`src/rtl/key_click_decoder.sv`:
```
// key_click_decoder: classifies debounced short/long press pulses into single, double and long events
// and maintains the mode/value setting pair driven by those events.
module key_click_decoder #(
  parameter int CLK_FREQ    = 20_000_000,
  parameter int DOUBLE_TIME = 300,
  parameter int NUM_MODES   = 4,
  parameter int MODE_W      = 2,
  parameter int VAL_MAX     = 9,
  parameter int VAL_W       = 4
) (
  input  logic              clk,
  input  logic              rst_n,
  input  logic              key_short_press,
  input  logic              key_long_press,
  output logic              evt_single,
  output logic              evt_double,
  output logic              evt_long,
  output logic [MODE_W-1:0] mode,
  output logic [VAL_W-1:0]  value
);
  localparam logic [31:0] DOUBLE_CNT = 32'(CLK_FREQ / 1000 * DOUBLE_TIME);
  typedef enum logic {IDLE, WAIT2} state_t;
  state_t state, state_nx;
  logic [31:0] cnt, cnt_nx;
  logic wait2, timeout, short_only;
  logic single_nx, double_nx, long_nx;
  logic [MODE_W-1:0] mode_nx;
  logic [VAL_W-1:0] value_nx;
  assign wait2      = state == WAIT2;
  assign timeout    = cnt == DOUBLE_CNT - 32'd1;
  assign short_only = key_short_press & ~key_long_press;
  always_ff @(posedge clk or negedge rst_n) begin
    if (!rst_n) begin
      state      <= IDLE;
      cnt        <= '0;
      evt_single <= 1'b0;
      evt_double <= 1'b0;
      evt_long   <= 1'b0;
      mode       <= '0;
      value      <= '0;
    end else begin
      state      <= state_nx;
      cnt        <= cnt_nx;
      evt_single <= single_nx;
      evt_double <= double_nx;
      evt_long   <= long_nx;
      mode       <= mode_nx;
      value      <= value_nx;
    end
  end
  // any press or the timeout closes the window; a long press alone never opens one
  always_comb begin
    state_nx = wait2 ? ((key_long_press | key_short_press | timeout) ? IDLE : WAIT2)
                     : (short_only ? WAIT2 : IDLE);
    cnt_nx   = (wait2 && state_nx == WAIT2) ? cnt + 32'd1 : '0;
  end
  // a long press flushes a pending single but its value reset overrides the increment
  always_comb begin
    long_nx   = key_long_press;
    double_nx = wait2 & short_only;
    single_nx = wait2 & (key_long_press | (~key_short_press & timeout));
    mode_nx   = key_long_press ? ((mode == MODE_W'(NUM_MODES - 1)) ? '0 : mode + 1'b1) : mode;
    value_nx  = key_long_press ? '0
              : double_nx ? ((value == '0) ? VAL_W'(VAL_MAX) : value - 1'b1)
              : single_nx ? ((value == VAL_W'(VAL_MAX)) ? '0 : value + 1'b1)
              : value;
  end
endmodule

```
`config.mk`:
```
export PLATFORM = sky130hd
export DESIGN_NAME = key_click_decoder
export DESIGN_NICKNAME = d
export VERILOG_FILES = /design/src/rtl/key_click_decoder.sv
export SDC_FILE = /design/constraint.sdc
export NUM_CORES = 1
export LEC_CHECK = 0
export CORE_MARGIN = 2
export CORE_UTILIZATION = 50
export CTS_BUF_LIST = sky130_fd_sc_hd__clkbuf_4 sky130_fd_sc_hd__clkbuf_8
export DETAILED_ROUTE_END_ITERATION = 10
export PLACE_DENSITY = 0.67
export SLEW_MARGIN = 5
export SYNTH_ARGS = -nofsm -noshare
export SYNTH_HDL_FRONTEND = slang
export SYNTH_SLANG_ARGS = --single-unit
```
`constraint.sdc`:
```
create_clock -name clk -period 2.25 [get_ports clk]
set_input_delay 0.5625 -clock clk [delete_from_list [all_inputs] [get_ports clk]]
set_output_delay 0.5625 -clock clk [all_outputs]
set_load 0.005 [all_outputs]
```
==> flow_summary.ini <==
[run_status]
status = finished, final reports clean

[drt]
route.vias.total = 1729
drt-total-wl_mm = 4.370
routedWlPerCell_um = 14.10
via_per_inst = 5.577
ant_nets = 0
drt-initial-drc-count = 70
drt_first_pass_iters = 4
drc = 0

[power]
internal_power_mw = 1.146
switching_share_pct = 24.13
clkPwrFrac_pct = 33.7
p_sw_uw = 364.5
ir_drop_mv = 0.5520
p_leak_nw = 1.078
seqPwrFrac_pct = 54.0
finalPower_mw = 1.510
share_comb_of_total_power_pct = 12.3
power_density_mw_per_mm2 = 580.1

[clocking]
cts_tree = done
cts.sinks = 42
clk_pin_slew_ns = 0.08
htreeDepth = 2
ctsLongestPathBuffers = 2
cts_hold_buf = 0
insertion_delay_ns = 0.29
postCtsSetupRepairBufs = 0
clockRootBuffer = clkbuf_8
numCtsBuffers = 5
postCtsResizedCells = 0

[final_layout]
syn2layout_area_growth_pct = 12.24
nets = 267
diodes = 0
n_fill_cell = 396
multi_input_area_mm2 = 0.001179
final_layout_size_suffix_gt1_share_pct = 9.690
layout_commonest_cell = nor2_1
seq_area_mm2 = 0.001051
final_cell_mix = 48 x nor2_1, 42 x dfrtp_1, 22 x xor2_1, 17 x nand3_1, 15 x nand2_1

[logic_synthesis]
yosysTopAreaCell = dfrtp_1
synthCells = 239
synth_area_leaders = dfrtp_1 45%, xor2_1 8.3%, nor2_1 7.8%
yosysUniqueCellTypes = 40
async_flop_share_pct = 100.0
synth_edf_count = 0
avgSynthCellArea_um2 = 9.706
yosysSeqAreaShare_pct = 45.31
yosys_most_used_dff = dfrtp_1
ys_ff_latch = 42
synth_area_mm2 = 0.002320
synthesis.nets = 249
yosysTopAreaCellShare_pct = 45.31
ys_warn_count = 0

[setup_path]
critPathSlowestCell = clkdlybuf4s50_1
reg2regPathDepth = 7
crit_required_ns = 1.69
critPathCaptureType = primary output
worst-path-stages = 1
cp.arrival_ns = 1.40
path_class = reg2out
crit_buf_inv = 1
crit_chain = clkdlybuf4s50_1
crit_family = buffers and inverters
critPathMaxFanout = 12
startpoint_type = flip-flop
critical-path-max-stage-delay_ns = 0.56

[min_path]
hp-class = in2async

[sta]
slew_violations = 0
period_minus_slack_ns = 1.959
hold-worst-slack_ns = 0.3348
setup_viol = 0
timing.clock.skew_ns = 0.007636
slew-limit-headroom_pct = 63.86
fmax_mhz = 510.6
fin_crit_sh_pct = 87.05
finalSetupTns_ns = 0
final_hold_viol_count = 0
worst_slew_pin_slew_ns = 0.5420
rsz0062_at_grt = false

[die]
start_util_pct = 52.55
coreArea_mm2 = 0.004414
die_area_mm2 = 0.005201
rows = 24
die_w_um = 72.12
die-height_um = 72.12
io_pins = 13

[grt]
grt_pass1_wl_mm = 7.893
track_usage_pct = 19.52
grt_antenna_before_repair = 0
first_global_vias = 1745
gr-total-overflow = 0
grt_max_degree = 43

[flow_run]
drv_cap = 0

[placement]
routabilityCongestion = 0.7478
hpwl_mm = 2.977
numPortBuffers = 12
==> flip-flops by register name, indices dropped and copies added, names as in the netlist <==
register,cells
evt_double,1
value,4
mode,2
cnt,32
state,1
evt_single,1
evt_long,1
==> cell usage after synthesis, types with 2 or more instances <==
library cell,count
mux2i_1,2
xor2_1,22
a21oi_1,9
clkbuf_1,4
inv_1,9
dfrtp_1,42
nand2b_1,2
nand3b_1,3
nor4_4,4
buf_6,3
nand2_1,15
mux2_2,2
nor3b_1,2
nor2_1,48
nand3_1,17
and4_1,5
nor3_1,3
xnor2_1,9
and3_1,2
ha_1,6
nand4_1,11
==> stage by stage <==
| stage | utilization (%) | setup slack (ns) | std cells | instance area (um^2) |
|---|---|---|---|---|
| after detailed placement | 56.83 | 0.2606 | 302 | 2509 |
| after floorplan | - | 0.3839 | 239 | 2320 |
| after CTS | 58.99 | 0.2893 | 310 | 2604 |
| after global placement | 56.83 | 0.2913 | 302 | 2509 |
| after global routing | 58.99 | 0.1813 | 310 | 2604 |
| final | 58.99 | 0.2914 | 310 | 2604 |
==> logic make-up after synthesis <==
family	Yosys count	synth area share, %
adders and majority gates	6	3.236
and+or+nand+nor	122	29.34
xor gates and xnor gates	31	11.70
DFF	42	45.31
AOI/OAI and AO/OA	17	4.693
muxes	4	1.834
buffers and inverters	17	3.883
==> final timing paths <==
| path | startpoint | endpoint | slack [ns] |
|---|---|---|---|
| worst max register to register | cnt[0] | cnt[24] | 0.30 |
| worst max-delay path | value[2] | value[2] | 0.29 |
| max in group asynchronous | rst_n | mode[1] | 1.55 |
| worst min-delay path | rst_n | cnt[26] | 0.33 |
| worst min register to register | cnt[0] | cnt[0] | 0.50 |
| min in group clk | cnt[0] | cnt[0] | 0.50 |
==> cell type report <==
class / instances / share of cell area, %
multi-input cells: 180 / 45.27
flip-flops and latches: 42 / 40.37
repair buffers: 19 / 6.920
clock buffers: 7 / 3.460
well taps: 52 / 2.499
inverters: 9 / 1.297
clock inverters: 1 / 0.1922
==> power by group through the flow <==
stage | Sequential (mW) | Combinational (mW) | Clock, mW
finish | 0.815 | 0.186 | 0.509
global route | 0.821 | 0.212 | 0.565
CTS | 0.817 | 0.189 | 0.529
detailed placement | 0.832 | 0.188 | 0
global placement | 0.828 | 0.186 | 0
floorplan | 0.823 | 0.0999 | 0
==> metal layers <==
metal  routed length [um]  global-route usage [%]  part of all wire, %
met1                 2098                   25.00                   48
met2                 2107                   32.31                   48
met3                  103                   4.306                  2.4
met4                   61                   7.547                  1.4
met5                    0                       0                    0
No activity file was read; power rests on OpenSTA's default activity.
